$ cat config.mk
export PLATFORM = sky130hd
export DESIGN_NAME = spi_memory_master
export DESIGN_NICKNAME = d
export VERILOG_FILES = /design/src/rtl/spi_pkg.sv /design/src/rtl/spi_sclk_divider.sv /design/src/rtl/spi_memory_master.sv
export SDC_FILE = /design/constraint.sdc
export NUM_CORES = 1
export LEC_CHECK = 0
export ABC_AREA = 1
export BUFFER_PORTS_ARGS = -buffer_cell sky130_fd_sc_hd__buf_2
export CAP_MARGIN = 0
export CORE_MARGIN = 2
export CORE_UTILIZATION = 60
export CTS_CLUSTER_SIZE = 16
export DETAILED_ROUTE_END_ITERATION = 8
export PLACE_DENSITY = 0.82
export SETUP_SLACK_MARGIN = 0.5
export SLEW_MARGIN = 20
export SYNTH_ARGS = -nofsm -noshare
export SYNTH_HDL_FRONTEND = slang
export SYNTH_HIERARCHICAL = 1
export SYNTH_SLANG_ARGS = --single-unit
$ cat constraint.sdc
create_clock -name clk -period 2.2 [get_ports clk]
set_input_delay 0.22 -clock clk [delete_from_list [all_inputs] [get_ports clk]]
set_output_delay 0.22 -clock clk [all_outputs]
set_load 0.02 [all_outputs]
$ cat src/rtl/spi_pkg.sv
// Shared widths, read/write encoding and controller state encoding for the
// spiMemory SPI initiator.
package spi_pkg;

    localparam int ADDR_W     = 7;
    localparam int DATA_W     = 8;
    localparam int FRAME_BITS = 16;

    localparam logic RW_READ  = 1'b1;
    localparam logic RW_WRITE = 1'b0;

    typedef enum logic [2:0] {
        IDLE,
        SETUP,
        SHIFT,
        HOLD,
        GAP
    } state_e;

endpackage

$ cat src/rtl/spi_sclk_divider.sv
// Half-period timer for sclk. The FSM interprets the strobes according to its
// state; rise/fall only say which way sclk moves when a half-period ends.
module spi_sclk_divider #(
    parameter int CLK_DIV = 5
) (
    input  logic clk,
    input  logic reset_n,
    input  logic en_i,
    input  logic sclk_level_i,
    output logic half_tick_o,
    output logic rise_tick_o,
    output logic fall_tick_o
);
    localparam int CNT_W = $clog2(CLK_DIV);

    logic [CNT_W-1:0] cnt_q, cnt_d;

    always_comb begin
        half_tick_o = en_i && (cnt_q == CNT_W'(CLK_DIV - 1));
        rise_tick_o = half_tick_o && !sclk_level_i;
        fall_tick_o = half_tick_o && sclk_level_i;
        // Held at zero while disabled so every enabled stretch starts a full half-period.
        if (!en_i || half_tick_o) cnt_d = '0;
        else                      cnt_d = cnt_q + CNT_W'(1);
    end

    // NOTE: asynchronous reset only touches this counter; no memory arrays need clearing.
    always_ff @(posedge clk or negedge reset_n) begin
        if (!reset_n) cnt_q <= '0;
        else          cnt_q <= cnt_d;
    end

endmodule

$ cat src/rtl/spi_memory_master.sv
// SPI mode-0 initiator: one 16-bit {addr, rw, data} frame per accepted command,
// with read data captured from miso during the data byte.
module spi_memory_master
    import spi_pkg::*;
#(
    parameter int CLK_DIV = 5,
    parameter int CS_GAP  = 2
) (
    input  logic              clk,
    input  logic              reset_n,
    input  logic              cmd_valid,
    output logic              cmd_ready,
    input  logic              cmd_rw,
    input  logic [ADDR_W-1:0] cmd_addr,
    input  logic [DATA_W-1:0] cmd_wdata,
    output logic              rsp_valid,
    output logic [DATA_W-1:0] rsp_rdata,
    output logic              busy,
    output logic              sclk_pin,
    output logic              cs_pin,
    output logic              mosi_pin,
    input  logic              miso_pin
);
    // The IDLE clk before a back-to-back acceptance completes the chip-select gap.
    localparam int GAP_CLKS = CS_GAP * CLK_DIV - 1;
    localparam int GAP_W    = $clog2(GAP_CLKS + 1);
    localparam int BIT_W    = $clog2(FRAME_BITS);

    state_e                state_q, state_d;
    logic [FRAME_BITS-1:0] sreg_q, sreg_d;
    logic [DATA_W-1:0]     rx_q, rx_d;
    logic [DATA_W-1:0]     rdata_q, rdata_d;
    logic [BIT_W-1:0]      bit_q, bit_d;
    logic [GAP_W-1:0]      gap_q, gap_d;
    logic                  rw_q, rw_d;
    logic                  sclk_q, sclk_d;
    logic                  cs_q, cs_d;
    logic                  rvalid_q, rvalid_d;
    logic                  miso_s1_q, miso_s2_q;
    logic                  div_en, half_tick, rise_tick, fall_tick;

    assign div_en = (state_q == SETUP) || (state_q == SHIFT) || (state_q == HOLD);

    spi_sclk_divider #(.CLK_DIV(CLK_DIV)) u_div (
        .clk          (clk),
        .reset_n      (reset_n),
        .en_i         (div_en),
        .sclk_level_i (sclk_q),
        .half_tick_o  (half_tick),
        .rise_tick_o  (rise_tick),
        .fall_tick_o  (fall_tick)
    );

    assign cmd_ready = (state_q == IDLE) && reset_n;
    assign busy      = (state_q != IDLE);
    assign rsp_valid = rvalid_q;
    assign rsp_rdata = rdata_q;
    assign sclk_pin  = sclk_q;
    assign cs_pin    = cs_q;
    assign mosi_pin  = sreg_q[FRAME_BITS-1];

    always_comb begin
        // NOTE: every _d starts from its _q so no branch below can infer a latch.
        state_d  = state_q;
        sreg_d   = sreg_q;
        rx_d     = rx_q;
        rdata_d  = rdata_q;
        bit_d    = bit_q;
        gap_d    = gap_q;
        rw_d     = rw_q;
        sclk_d   = sclk_q;
        cs_d     = cs_q;
        rvalid_d = 1'b0;
        case (state_q)
            IDLE: begin
                if (cmd_valid && cmd_ready) begin
                    sreg_d  = {cmd_addr, cmd_rw,
                               (cmd_rw == RW_READ) ? {DATA_W{1'b0}} : cmd_wdata};
                    rw_d    = cmd_rw;
                    rx_d    = '0;
                    bit_d   = '0;
                    cs_d    = 1'b0;
                    state_d = SETUP;
                end
            end
            SETUP: begin
                if (rise_tick) begin
                    sclk_d  = 1'b1;
                    state_d = SHIFT;
                end
            end
            SHIFT: begin
                if (fall_tick) begin
                    sclk_d = 1'b0;
                    sreg_d = {sreg_q[FRAME_BITS-2:0], 1'b0};
                    if (bit_q >= BIT_W'(ADDR_W + 1)) rx_d = {rx_q[DATA_W-2:0], miso_s2_q};
                end else if (rise_tick) begin
                    if (bit_q == BIT_W'(FRAME_BITS - 1)) begin
                        state_d = HOLD;
                    end else begin
                        bit_d  = bit_q + BIT_W'(1);
                        sclk_d = 1'b1;
                    end
                end
            end
            HOLD: begin
                if (half_tick) begin
                    cs_d     = 1'b1;
                    rvalid_d = 1'b1;
                    rdata_d  = (rw_q == RW_READ) ? rx_q : '0;
                    gap_d    = '0;
                    state_d  = GAP;
                end
            end
            GAP: begin
                if (gap_q == GAP_W'(GAP_CLKS - 1)) state_d = IDLE;
                else                               gap_d   = gap_q + GAP_W'(1);
            end
            default: state_d = IDLE;
        endcase
    end

    // NOTE: sequential state uses non-blocking assignments so every flop sees pre-edge values.
    always_ff @(posedge clk or negedge reset_n) begin
        if (!reset_n) begin
            state_q   <= IDLE;
            sreg_q    <= '0;
            rx_q      <= '0;
            rdata_q   <= '0;
            bit_q     <= '0;
            gap_q     <= '0;
            rw_q      <= RW_WRITE;
            sclk_q    <= 1'b0;
            cs_q      <= 1'b1;
            rvalid_q  <= 1'b0;
            miso_s1_q <= 1'b0;
            miso_s2_q <= 1'b0;
        end else begin
            state_q   <= state_d;
            sreg_q    <= sreg_d;
            rx_q      <= rx_d;
            rdata_q   <= rdata_d;
            bit_q     <= bit_d;
            gap_q     <= gap_d;
            rw_q      <= rw_d;
            sclk_q    <= sclk_d;
            cs_q      <= cs_d;
            rvalid_q  <= rvalid_d;
            miso_s1_q <= miso_pin;
            miso_s2_q <= miso_s1_q;
        end
    end

endmodule
==> results.json <==
{
  "status": "finished clean",
  "drtIter0Drc": 125,
  "start_util_pct": 63.78,
  "cp.required_ps": 2400,
  "fmax_mhz": 593.2,
  "gp_congestion": 0.8384,
  "synth_ff_type": "dfrtp_1",
  "die_w_um": 69.91,
  "cp_max_fo": 7,
  "routed_wl_um": 5430,
  "place_hpwl_um": 3308,
  "hold_start": "miso_pin",
  "first_pass_iters": 6,
  "postSynthCellCount": 321,
  "syn_area_sq_um": 2606,
  "setup_viol": 0,
  "cts-root-buf": "clkbuf_8",
  "final_common_cell": "nand2_1",
  "grt_pass1_vias": 1913,
  "maxSlewViolCount": 0,
  "yosysWarnings": 6,
  "drt-wirelength-per-cell_um": 12.96,
  "peakVddDrop_mv": 0.3594,
  "power.density_nw_per_um2": 518.5,
  "vias": 2227,
  "grt_pass1_wl_um": 8438,
  "timing.final.crit_share_pct": 76.63,
  "holdWs_ps": 13.56,
  "cts_buffers": 5,
  "tns_ps": 0,
  "drive_gt1_share_pct": 23.58,
  "n_fill_cell": 308,
  "path_clk_slew_ps": 90,
  "min_to": "miso_s1_q$_DFF_PN0_",
  "leakagePower_nw": 1.605,
  "coreArea_sq_um": 4086,
  "crit_type": "flip-flop to flip-flop",
  "ios": 34,
  "grt_max_degree": 53,
  "synth_seq_area_share_pct": 49.98,
  "cap_violations": 0,
  "syn_nets": 347,
  "cts_tree": "yes",
  "htreeDepth": 2,
  "track_usage_pct": 21.52,
  "reg2reg_slack_ps": 510,
  "endpoint_kind": "flip-flop",
  "drc_errors": 0,
  "start_kind": "flip-flop",
  "rows": 23,
  "n_antenna_cell": 0,
  "synthDominantCellAreaShare_pct": 48.97,
  "clock_sinks": 52,
  "finClkSkew_ps": 9.435,
  "ys_ff_latch": 52,
  "gr-total-overflow": 0,
  "avgSynthCellArea_sq_um": 8.119,
  "drtAntennaViolNets": 0,
  "synth_top_area_cell": "dfrtp_1",
  "slew_headroom_pct": 56.41,
  "async_flop_share_pct": 100.0,
  "fin_total_pwr_mw": 1.599,
  "clockBufferDepth": 2,
  "clk_latency_ps": 310,
  "synth_cell_types": 28,
  "critPathArrivalTime_ps": 1880,
  "rsz0062_at_grt": "no",
  "period_needed_ps": 1686,
  "min_path_cells": 1,
  "timing.rr.start": "state_q[2]$_DFFE_PN0P_",
  "synth_edf_count": 0,
  "vias_per_cell": 5.315,
  "tightest_slew_ps": 653.8,
  "place_ws_ps": 308.0,
  "reg2regPathDepth": 9,
  "r2r-end": "sreg_q[5]$_DFFE_PN0P_",
  "mostFrequentLayoutCells": "nand2_1 (106), dfrtp_1 (49), inv_1 (37)",
  "synth.top_cells.by_area": "dfrtp_1 (49%), nand2_1 (15%), o21ai_0 (6.7%)",
  "die_h_um": 69.91,
  "area_delta_synth_final_pct": 18.29,
  "postCtsHoldBufs": 0,
  "fp.dieArea_sq_um": 4887,
  "io_buffers": 33,
  "hold_class": "primary input to flip-flop",
  "antenna_found_initial": 0,
  "fin_ws_ps": 514.1,
  "finalNetCount": 394,
  "hold_viol": 0
}
-- cells in the mapped netlist (3+ instances only) --
| cell | instances |
|---|---|
| dfrtp_1 | 51 |
| ha_1 | 6 |
| nor2_4 | 3 |
| nor3_1 | 3 |
| o21ai_0 | 35 |
| inv_2 | 3 |
| nor2_1 | 15 |
| buf_6 | 5 |
| nand2_1 | 106 |
| o21ai_1 | 14 |
| inv_1 | 38 |
| nand2_2 | 4 |
| a21oi_1 | 7 |
| buf_2 | 3 |
| nand3_1 | 12 |
-- sequential cells by signal (all words and copies together) (netlist names) --
register     count
rsp_rdata        8
gap_q            4
miso_s2_q        1
rx_q             8
miso_s1_q        1
sreg_q          16
rw_q             1
rsp_valid        1
state_q          3
bit_q            4
cs_pin           1
sclk_pin         1
u_div/cnt_q      3
-- metal layers --
metal,GRT usage (%),up-vias,routed length [um]
met2,35.56,79,2665
li1,-,1096,-
met1,28.23,1041,2377
met5,0,-,0
met3,4.762,11,297
met4,7.265,0,90
-- worst max path at each step --
stage,from,to,slack [ps]
after global placement,state_q[1]$_DFFE_PN0P_,sreg_q[0]$_DFFE_PN0P_,390
after detailed placement,state_q[1]$_DFFE_PN0P_,sreg_q[15]$_DFFE_PN0P_,310
after CTS,state_q[0]$_DFFE_PN0P_,sreg_q[15]$_DFFE_PN0P_,510
after floorplan,state_q[0]$_DFFE_PN0P_,state_q[1]$_DFFE_PN0P_,650
after global routing,u_div/cnt_q[0]$_DFF_PN0_,sreg_q[7]$_DFFE_PN0P_,450
final,state_q[2]$_DFFE_PN0P_,sreg_q[5]$_DFFE_PN0P_,510
-- through the flow --
| step | instance area (sq um) | utilization, % | instances |
|---|---|---|---|
| finish | 3083 | 75.44 | 419 |
| global route | 3083 | 75.44 | 419 |
| CTS | 2898 | 70.91 | 407 |
| detailed placement | 2774 | 67.88 | 396 |
| global placement | 2774 | 67.88 | 396 |
| floorplan | 2606 | - | 321 |
-- power breakdown --
group | switching [mW] | internal, mW | leakage, nW
sequential | 0.00590 | 0.968 | 0.651
clock | 0.330 | 0.232 | 0.0423
combinational | 0.0401 | 0.0227 | 0.911
total | 0.376 | 1.22 | 1.60
-- kinds of logic (layout without fill, tap and decap cells) --
group                    after synthesis  in the layout  synth area share (%)
flip-flops                            52             52                 49.98
adder cells (fa/ha/maj)                6              6                 2.880
AO/OA/AOI/OAI                         59             59                 11.95
buffers and inverters                 52             98                 9.073
AND/OR/NAND/NOR                      152            154                 26.12
-- worst max-delay path: stages, from the launching register on --
cell and delay [ps]:
dfrtp_1 460, nor2_2 210, nand3_4 120, nor2_2 110, inv_2 60, nand2_4 90
nand2_4 100, nor2_4 200, clkbuf_16 180, o21ai_1 60
-- area by class of cell --
cell class	count	area, sq um	area share [%]
tap	50	62.56	2.029
clock buffer	5	68.82	2.232
timing repair buffer	49	327.8	10.63
multi-input combinational	219	1139	36.93
sequential	52	1305	42.33
inverter	41	153.9	4.992
clock inverter	3	26.28	0.8523
-- timing repair --
item | in CTS | in global routing
pin swaps | 2 | 6
gates cloned | 1 | 2
buffers inserted | 2 | 10
endpoints found under the hold margin | 0 | 0
setup endpoints to repair | 22 | 24
resized for setup | 2 | 13
(Power assumes the default switching activity.)
